--- src/rtl/write_image_pkg.sv ---
// Shared definitions for the image-writer slice: FSM encoding and byte-layout constants.
package write_image_pkg;

  typedef enum logic [1:0] {
    ST_IDLE    = 2'd0,
    ST_RECEIVE = 2'd1,
    ST_DONE    = 2'd2
  } state_t;

  localparam int BYTES_PER_PIXEL = 3;
  localparam int BYTES_PER_PAIR  = 2 * BYTES_PER_PIXEL;

endpackage

--- src/rtl/write_image_if.sv ---
// Pixel-pair stream in, frame-memory write port and status out.
interface write_image_if #(
  parameter int ADDR_WIDTH = 21
) ();

  logic                  vertical_Pulse;
  logic                  horizontal_Pulse;
  logic [7:0]            data_R_Even;
  logic [7:0]            data_G_Even;
  logic [7:0]            data_B_Even;
  logic [7:0]            data_R_Odd;
  logic [7:0]            data_G_Odd;
  logic [7:0]            data_B_Odd;
  logic                  mem_Write_Enable;
  logic [ADDR_WIDTH-1:0] mem_Address;
  logic [47:0]           mem_Data;
  logic                  done_Flag;
  logic                  frame_Error;

  modport master (
    output vertical_Pulse, horizontal_Pulse,
    output data_R_Even, data_G_Even, data_B_Even,
    output data_R_Odd, data_G_Odd, data_B_Odd,
    input  mem_Write_Enable, mem_Address, mem_Data, done_Flag, frame_Error
  );

  modport slave (
    input  vertical_Pulse, horizontal_Pulse,
    input  data_R_Even, data_G_Even, data_B_Even,
    input  data_R_Odd, data_G_Odd, data_B_Odd,
    output mem_Write_Enable, mem_Address, mem_Data, done_Flag, frame_Error
  );

endinterface

--- src/rtl/write_image_addr_gen.sv ---
// Row/pair counters and bottom-up row-base tracking; produces the registered byte address.
module write_addr_gen
  import write_image_pkg::*;
#(
  parameter int IMAGE_WIDTH  = 768,
  parameter int IMAGE_HEIGHT = 512,
  parameter int ADDR_WIDTH   = 21
) (
  input  logic                  clk,
  input  logic                  reset,
  input  logic                  start,
  input  logic                  advance,
  output logic                  last_pair,
  output logic [ADDR_WIDTH-1:0] mem_addr
);

  localparam int PAIRS  = IMAGE_WIDTH / 2;
  localparam int PAIR_W = (PAIRS > 1) ? $clog2(PAIRS) : 1;
  localparam int ROW_W  = (IMAGE_HEIGHT > 1) ? $clog2(IMAGE_HEIGHT) : 1;
  localparam logic [ADDR_WIDTH-1:0] ROW_BYTES =
    ADDR_WIDTH'(IMAGE_WIDTH * BYTES_PER_PIXEL);
  localparam logic [ADDR_WIDTH-1:0] TOP_BASE  =
    ADDR_WIDTH'((IMAGE_HEIGHT - 1) * IMAGE_WIDTH * BYTES_PER_PIXEL);
  localparam logic [ADDR_WIDTH-1:0] PAIR_STEP = ADDR_WIDTH'(BYTES_PER_PAIR);

  logic [PAIR_W-1:0]     pair_cnt;
  logic [ROW_W-1:0]      row_cnt;
  logic [ADDR_WIDTH-1:0] row_base;
  logic [ADDR_WIDTH-1:0] pair_off;
  logic                  row_end;

  assign row_end   = (pair_cnt == PAIR_W'(PAIRS - 1));
  assign last_pair = row_end && (row_cnt == ROW_W'(IMAGE_HEIGHT - 1));

  // Stage p1: address of the accepted pair; rows are written top row last.
  always_ff @(posedge clk or posedge reset) begin
    if (reset) begin
      pair_cnt <= '0;
      row_cnt  <= '0;
      row_base <= TOP_BASE;
      pair_off <= '0;
      mem_addr <= '0;
    end else if (start) begin
      pair_cnt <= '0;
      row_cnt  <= '0;
      row_base <= TOP_BASE;
      pair_off <= '0;
    end else if (advance) begin
      mem_addr <= row_base + pair_off;
      if (row_end) begin
        pair_cnt <= '0;
        pair_off <= '0;
        row_cnt  <= row_cnt + 1'b1;
        row_base <= row_base - ROW_BYTES;
      end else begin
        pair_cnt <= pair_cnt + 1'b1;
        pair_off <= pair_off + PAIR_STEP;
      end
    end
  end

endmodule

--- src/rtl/write_image.sv ---
// Image-stream sink: undoes the reader's row flip and emits 48-bit pair writes to frame memory.
module write_image
  import write_image_pkg::*;
#(
  parameter int IMAGE_WIDTH  = 768,
  parameter int IMAGE_HEIGHT = 512,
  parameter int ADDR_WIDTH   = 21
) (
  input logic          clk,
  input logic          reset,
  write_image_if.slave bus
);

  state_t                state_q, state_d;
  logic                  vp_p1;
  logic                  vp_rise;
  logic                  start, accept, set_done, set_err;
  logic                  last_pair;
  logic [ADDR_WIDTH-1:0] addr_p1;
  logic                  wr_vld_p1;
  logic [47:0]           wr_data_p1;
  logic                  done_q, err_q;

  function automatic logic [47:0] pack_pair(
    input logic [7:0] re, input logic [7:0] ge, input logic [7:0] be,
    input logic [7:0] ro, input logic [7:0] go, input logic [7:0] bo);
    return {re, ge, be, ro, go, bo};
  endfunction

  assign vp_rise = bus.vertical_Pulse && !vp_p1;

  always_comb begin
    state_d  = state_q;
    start    = 1'b0;
    accept   = 1'b0;
    set_done = 1'b0;
    set_err  = 1'b0;
    unique case (state_q)
      ST_IDLE, ST_DONE: begin
        if (vp_rise) begin
          state_d = ST_RECEIVE;
          start   = 1'b1;
        end
      end
      ST_RECEIVE: begin
        // A frame dropping before its last pair is an abort; a coincident strobe is discarded.
        if (!bus.vertical_Pulse) begin
          state_d = ST_IDLE;
          set_err = 1'b1;
        end else if (bus.horizontal_Pulse) begin
          accept = 1'b1;
          if (last_pair) begin
            state_d  = ST_DONE;
            set_done = 1'b1;
          end
        end
      end
      default: state_d = ST_IDLE;
    endcase
  end

  // Stage p1: control state, write strobe, pair data and sticky status flags.
  always_ff @(posedge clk or posedge reset) begin
    if (reset) begin
      state_q    <= ST_IDLE;
      vp_p1      <= 1'b0;
      wr_vld_p1  <= 1'b0;
      wr_data_p1 <= '0;
      done_q     <= 1'b0;
      err_q      <= 1'b0;
    end else begin
      state_q   <= state_d;
      vp_p1     <= bus.vertical_Pulse;
      wr_vld_p1 <= accept;
      if (accept)
        wr_data_p1 <= pack_pair(bus.data_R_Even, bus.data_G_Even, bus.data_B_Even,
                                bus.data_R_Odd,  bus.data_G_Odd,  bus.data_B_Odd);
      if (start)
        done_q <= 1'b0;
      else if (set_done)
        done_q <= 1'b1;
      if (start)
        err_q <= 1'b0;
      else if (set_err)
        err_q <= 1'b1;
    end
  end

  write_addr_gen #(
    .IMAGE_WIDTH  (IMAGE_WIDTH),
    .IMAGE_HEIGHT (IMAGE_HEIGHT),
    .ADDR_WIDTH   (ADDR_WIDTH)
  ) u_addr_gen (
    .clk       (clk),
    .reset     (reset),
    .start     (start),
    .advance   (accept),
    .last_pair (last_pair),
    .mem_addr  (addr_p1)
  );

  assign bus.mem_Write_Enable = wr_vld_p1;
  assign bus.mem_Address      = addr_p1;
  assign bus.mem_Data         = wr_data_p1;
  assign bus.done_Flag        = done_q;
  assign bus.frame_Error      = err_q;

endmodule
--- src/flat_wrapper.sv ---
// flat-port wrapper written by rule: the top's interface ports become plain ports
module write_image_flat import write_image_pkg::*;
#(
  parameter int IMAGE_WIDTH  = 768,
  parameter int IMAGE_HEIGHT = 512,
  parameter int ADDR_WIDTH   = 21
)
  (clk, reset, bus_vertical_Pulse, bus_horizontal_Pulse, bus_data_R_Even, bus_data_G_Even, bus_data_B_Even, bus_data_R_Odd, bus_data_G_Odd, bus_data_B_Odd, bus_mem_Write_Enable, bus_mem_Address, bus_mem_Data, bus_done_Flag, bus_frame_Error);
  write_image_if #(.ADDR_WIDTH(ADDR_WIDTH)) bus_i ();
  input logic clk;
  input logic reset;
  input wire logic [$bits(bus_i.vertical_Pulse)-1:0] bus_vertical_Pulse;
  input wire logic [$bits(bus_i.horizontal_Pulse)-1:0] bus_horizontal_Pulse;
  input wire logic [$bits(bus_i.data_R_Even)-1:0] bus_data_R_Even;
  input wire logic [$bits(bus_i.data_G_Even)-1:0] bus_data_G_Even;
  input wire logic [$bits(bus_i.data_B_Even)-1:0] bus_data_B_Even;
  input wire logic [$bits(bus_i.data_R_Odd)-1:0] bus_data_R_Odd;
  input wire logic [$bits(bus_i.data_G_Odd)-1:0] bus_data_G_Odd;
  input wire logic [$bits(bus_i.data_B_Odd)-1:0] bus_data_B_Odd;
  output wire logic [$bits(bus_i.mem_Write_Enable)-1:0] bus_mem_Write_Enable;
  output wire logic [$bits(bus_i.mem_Address)-1:0] bus_mem_Address;
  output wire logic [$bits(bus_i.mem_Data)-1:0] bus_mem_Data;
  output wire logic [$bits(bus_i.done_Flag)-1:0] bus_done_Flag;
  output wire logic [$bits(bus_i.frame_Error)-1:0] bus_frame_Error;
  assign bus_i.vertical_Pulse = bus_vertical_Pulse;
  assign bus_i.horizontal_Pulse = bus_horizontal_Pulse;
  assign bus_i.data_R_Even = bus_data_R_Even;
  assign bus_i.data_G_Even = bus_data_G_Even;
  assign bus_i.data_B_Even = bus_data_B_Even;
  assign bus_i.data_R_Odd = bus_data_R_Odd;
  assign bus_i.data_G_Odd = bus_data_G_Odd;
  assign bus_i.data_B_Odd = bus_data_B_Odd;
  assign bus_mem_Write_Enable = bus_i.mem_Write_Enable;
  assign bus_mem_Address = bus_i.mem_Address;
  assign bus_mem_Data = bus_i.mem_Data;
  assign bus_done_Flag = bus_i.done_Flag;
  assign bus_frame_Error = bus_i.frame_Error;
  write_image #(.IMAGE_WIDTH(IMAGE_WIDTH), .IMAGE_HEIGHT(IMAGE_HEIGHT), .ADDR_WIDTH(ADDR_WIDTH)) u_core (.clk(clk), .reset(reset), .bus(bus_i));
endmodule
--- config.mk ---
export PLATFORM = sky130hd
export DESIGN_NAME = write_image_flat
export DESIGN_NICKNAME = d
export VERILOG_FILES = /design/src/rtl/write_image_pkg.sv /design/src/rtl/write_image_if.sv /design/src/rtl/write_image_addr_gen.sv /design/src/rtl/write_image.sv /design/src/flat_wrapper.sv
export SDC_FILE = /design/constraint.sdc
export NUM_CORES = 1
export LEC_CHECK = 0
export CAP_MARGIN = 20
export CORE_MARGIN = 10
export CORE_UTILIZATION = 46
export CTS_CLUSTER_SIZE = 12
export DETAILED_ROUTE_END_ITERATION = 16
export GPL_TIMING_DRIVEN = 1
export PLACE_DENSITY = 0.81
export SYNTH_ARGS = -nofsm -noshare
export SYNTH_HDL_FRONTEND = slang
export SYNTH_HIERARCHICAL = 1
export SYNTH_SLANG_ARGS = --single-unit
--- constraint.sdc ---
create_clock -name clk -period 2.6 [get_ports clk]
set_input_delay 0.78 -clock clk [delete_from_list [all_inputs] [get_ports clk]]
set_output_delay 0.78 -clock clk [all_outputs]
set_load 0.02 [all_outputs]
==> results.cfg <==
[power]
total_power_mw = 6.293
sw_frac_of_total_pct = 27.68
power_density_mw_per_mm2 = 780.3
power.internal_mw = 4.551
share_comb_of_total_power_pct = 25.7
vdd.ir_drop.worst_v = 0.0004585
share_clk_of_total_power_pct = 35.3
switching_power_mw = 1.742
pwr-share-seq_pct = 39.0
p_leak_nw = 3.626

[yosys]
fraction_of_synthesis_flops_using_an_asynchronous_set_or_reset_pin_pct = 100.0
syn_nets = 608
syn_inst_count = 539
synthesis.area_mm2 = 0.005957
warning_count_from_the_yosys_run = 6
syn-mean-instance-area_um2 = 11.05
synth_sequential_area_ratio_pct = 52.70
synth.lib_cells_used.distinct = 57
synth.ff_latch_count = 125
synth_edf_count = 0
synth_top_flop_cell = sky130_fd_sc_hd__dfrtp_1

[global_route]
grt.total_usage_pct = 17.42
grt.met2_usage_pct = 26.54
grt-busiest-layer = met2
grt_start_max_net_pins = 72
first_global_vias = 4687
first_pass_grt_wire_length_um = 25130
grt_antenna_before_repair = 0
use_met1_pct = 23.06
grt.met3_usage_pct = 5.975
grt-ovfl-total = 0

[clock_network]
ctsLongestPathBuffers = 2
cts_buffers = 17
cts.clk_slew.worst_paths_ns = 0.05
post_cts_setup_repair_buffer_count = 0
clockRootBuffer = sky130_fd_sc_hd__clkbuf_16
clkSinkCount = 125
worst_skew_pair.late_latency_ns = 0.42
cts.htree.levels = 4
cts_tree = yes

[drt]
drt-pass1-iter-count = 5
routed_via_density = 5.299
detailed_route_via_count = 4605
drt_first_iter_violations = 331
avgRoutedWirePerCell_um = 17.67
wl_um = 15360
drc = 0
drtAntennaViolNets = 0

[sta]
grt_setup_unrepaired = false
setup_tns_ns = 0
timing.final.max_slew_violations = 0
finalWorstPathRequiredPeriod_ns = 2.440
max_slew_margin_vs_limit_pct = 51.30
final_min_period_over_clock_period_pct = 93.86
worst_slew_pin_slew_ns = 0.7229
count_of_endpoints_failing_hold_in_the_final_timing_report = 0
fmaxAchievable_mhz = 409.8
setup_viol = 0
timing.clock.skew_ns = 0.007653

[finish]
most_common_cell_after_layout_fill_and_taps_aside = sky130_fd_sc_hd__clkdlybuf4s50_1
final_util_pct = 63.65
area_growth_syn_to_layout_pct = 35.39
stdcell_area_mm2 = 0.008065
insertedDiodeCount = 0
layout-drive-gt1-share_pct = 18.22
final-instance-count-excl-fill = 869
most_frequent_cells_in_the_layout = sky130_fd_sc_hd__clkdlybuf4s50_1 (122), sky130_fd_sc_hd__dfrtp_1 (116), sky130_fd_sc_hd__nand2_1 (59)
fill_cells = 953
design.final.nets = 755

[floorplanning]
die_area_mm2 = 0.01790
core_region_area_mm2 = 0.01267
starting_utilization_of_the_core_area_pct = 47.01
floorplan.io_pins = 124
floorplan.die.height_um = 133.8
floorplan.rows = 41
fp.dieW_um = 133.8

[hold_path]
hold_path_class = reg2reg
min_delay_path_depth = 2
min_from = u_core/u_addr_gen/mem_addr[15]

[worst_setup_path]
timing.critical_path.to = u_core/u_addr_gen/row_cnt[4]
endpoint_kind = flop
critPathRequiredTime_ns = 2.89
crit_path_launch_type = primary input
rr_worst_depth = 6
setup.reg_to_reg.worst_slack_ns = 0.39
crit_path_max_fanout = 12
startpoint_to_endpoint_class_of_the_critical_path = in2reg
worstSetupStartpoint = bus_vertical_Pulse
worst_ep_arrival_time_ns = 2.73
rr_endpoint = u_core/u_addr_gen/mem_addr[19]
critical_path.reg2reg.startpoint = u_core/u_addr_gen/row_base[10]

[status]
outcome = completed

[placement]
place_hpwl_um = 11430
placed_area_mm2 = 0.007503
place.port_buffers = 122
routability_congestion_estimate = 0.8710
place_inst = 839

[flow_run]
max-cap-violations = 0
-- flip-flops by register name, summed over array words and instances, names as in the netlist, 2 cells and up --
signal                      count
u_core/bus.mem_Data            48
u_core/state_q                  2
u_core/u_addr_gen/mem_addr     20
u_core/u_addr_gen/pair_cnt      9
u_core/u_addr_gen/pair_off     20
u_core/u_addr_gen/row_base     13
u_core/u_addr_gen/row_cnt       9
-- synthesized netlist by cell type, types with 3 or more instances --
cell,number,area share (%)
sky130_fd_sc_hd__dfstp_2,9,4.0
sky130_fd_sc_hd__nor2_1,47,3.0
sky130_fd_sc_hd__buf_6,4,0.76
sky130_fd_sc_hd__nand3_1,16,1.3
sky130_fd_sc_hd__a21o_1,3,0.38
sky130_fd_sc_hd__and2_1,5,0.53
sky130_fd_sc_hd__buf_2,8,0.67
sky130_fd_sc_hd__nand2b_1,8,0.84
sky130_fd_sc_hd__nor3_1,11,0.92
sky130_fd_sc_hd__dfrtp_1,116,49
sky130_fd_sc_hd__nand2_1,59,3.7
sky130_fd_sc_hd__or3_1,4,0.42
sky130_fd_sc_hd__o21ai_0,29,2.4
sky130_fd_sc_hd__a31oi_1,4,0.42
sky130_fd_sc_hd__a21oi_1,18,1.5
sky130_fd_sc_hd__ha_1,17,3.6
sky130_fd_sc_hd__nand4_1,11,1.2
sky130_fd_sc_hd__xnor2_1,12,1.8
sky130_fd_sc_hd__inv_1,12,0.76
sky130_fd_sc_hd__clkbuf_1,6,0.38
sky130_fd_sc_hd__xor2_1,31,4.6
sky130_fd_sc_hd__and3_1,11,1.2
sky130_fd_sc_hd__mux2_2,42,7.9
sky130_fd_sc_hd__a22o_1,4,0.59
sky130_fd_sc_hd__mux2_4,9,2.3
-- per-stage QoR --
| step | hold slack (ns) | worst slack [ns] |
|---|---|---|
| 2_1_floorplan | 0.4755 | 0.03833 |
| 3_3_place_gp | 0.4638 | -0.1556 |
| 3_5_place_dp | 0.4615 | -0.2488 |
| 4_1_cts | 0.4820 | 0.1395 |
| 5_1_grt | 0.5117 | 0.04311 |
| 6_report | 0.4730 | 0.1596 |
-- cell type report --
class / count / area (µm²) / area share, %
Clock buffer: 23 / 467.9 / 5.802
Clock inverter: 7 / 90.09 / 1.117
Inverter: 12 / 45.04 / 0.5585
Multi-Input combinational cell: 382 / 2654 / 32.90
Sequential cell: 125 / 3139 / 38.92
Tap cell: 172 / 215.2 / 2.668
Timing Repair Buffer: 148 / 1454 / 18.03
-- power by group through the flow --
stage	registers, mW	clock network, mW	logic [mW]
6_report	2.45	2.22	1.62
4_1_cts	2.46	2.27	1.64
3_3_place_gp	2.46	0	1.60
2_1_floorplan	2.83	0	0.402
5_1_grt	2.50	2.36	1.72
3_5_place_dp	2.48	0	1.63
-- worst min path at each step --
stage | to | slack (ns)
after global placement | u_core/u_addr_gen/mem_addr[3] | 0.46
after CTS | u_core/u_addr_gen/mem_addr[15] | 0.48
after floorplan | u_core/u_addr_gen/pair_off[1] | 0.48
final | u_core/u_addr_gen/mem_addr[15] | 0.47
after detailed placement | u_core/u_addr_gen/mem_addr[3] | 0.46
after global routing | u_core/u_addr_gen/mem_addr[3] | 0.51
-- timing repair --
item                                   4_1_cts  5_1_grt
hold buffers                                 0        0
gates resized for setup                      0        1
setup endpoints to repair                    0        1
endpoints found under the hold margin        0        0
-- logic make-up (layout without fill, tap and decap cells) --
kind of cell	count (synthesis)	count (layout)	synth area share [%]
AOI/OAI and AO/OA	77	77	8.254
xor gates and xnor gates	43	43	6.322
adders and majority gates	17	17	3.571
buffers and inverters	32	190	2.814
DFF	125	125	52.70
muxes	52	52	10.38
other	1	1	0.06295
and+or+nand+nor	192	192	15.90
-- critical path, cell delays in order --
cell and delay (ns):
sky130_fd_sc_hd__clkdlybuf4s50_1 0.53, sky130_fd_sc_hd__and3b_2 0.22, sky130_fd_sc_hd__nand2_2 0.06, sky130_fd_sc_hd__inv_1 0.15, sky130_fd_sc_hd__and2_1 0.29, sky130_fd_sc_hd__and3_4 0.31
sky130_fd_sc_hd__nand4_1 0.13, sky130_fd_sc_hd__xor2_1 0.18, sky130_fd_sc_hd__nor2_1 0.06
-- metal layers --
metal | wire, µm | up-vias
met3 | 1361 | 17
met5 | 0 | -
met4 | 189 | 0
met1 | 6823 | 2235
met2 | 6984 | 189
li1 | - | 2164
No activity file was read; power rests on OpenSTA's default activity.
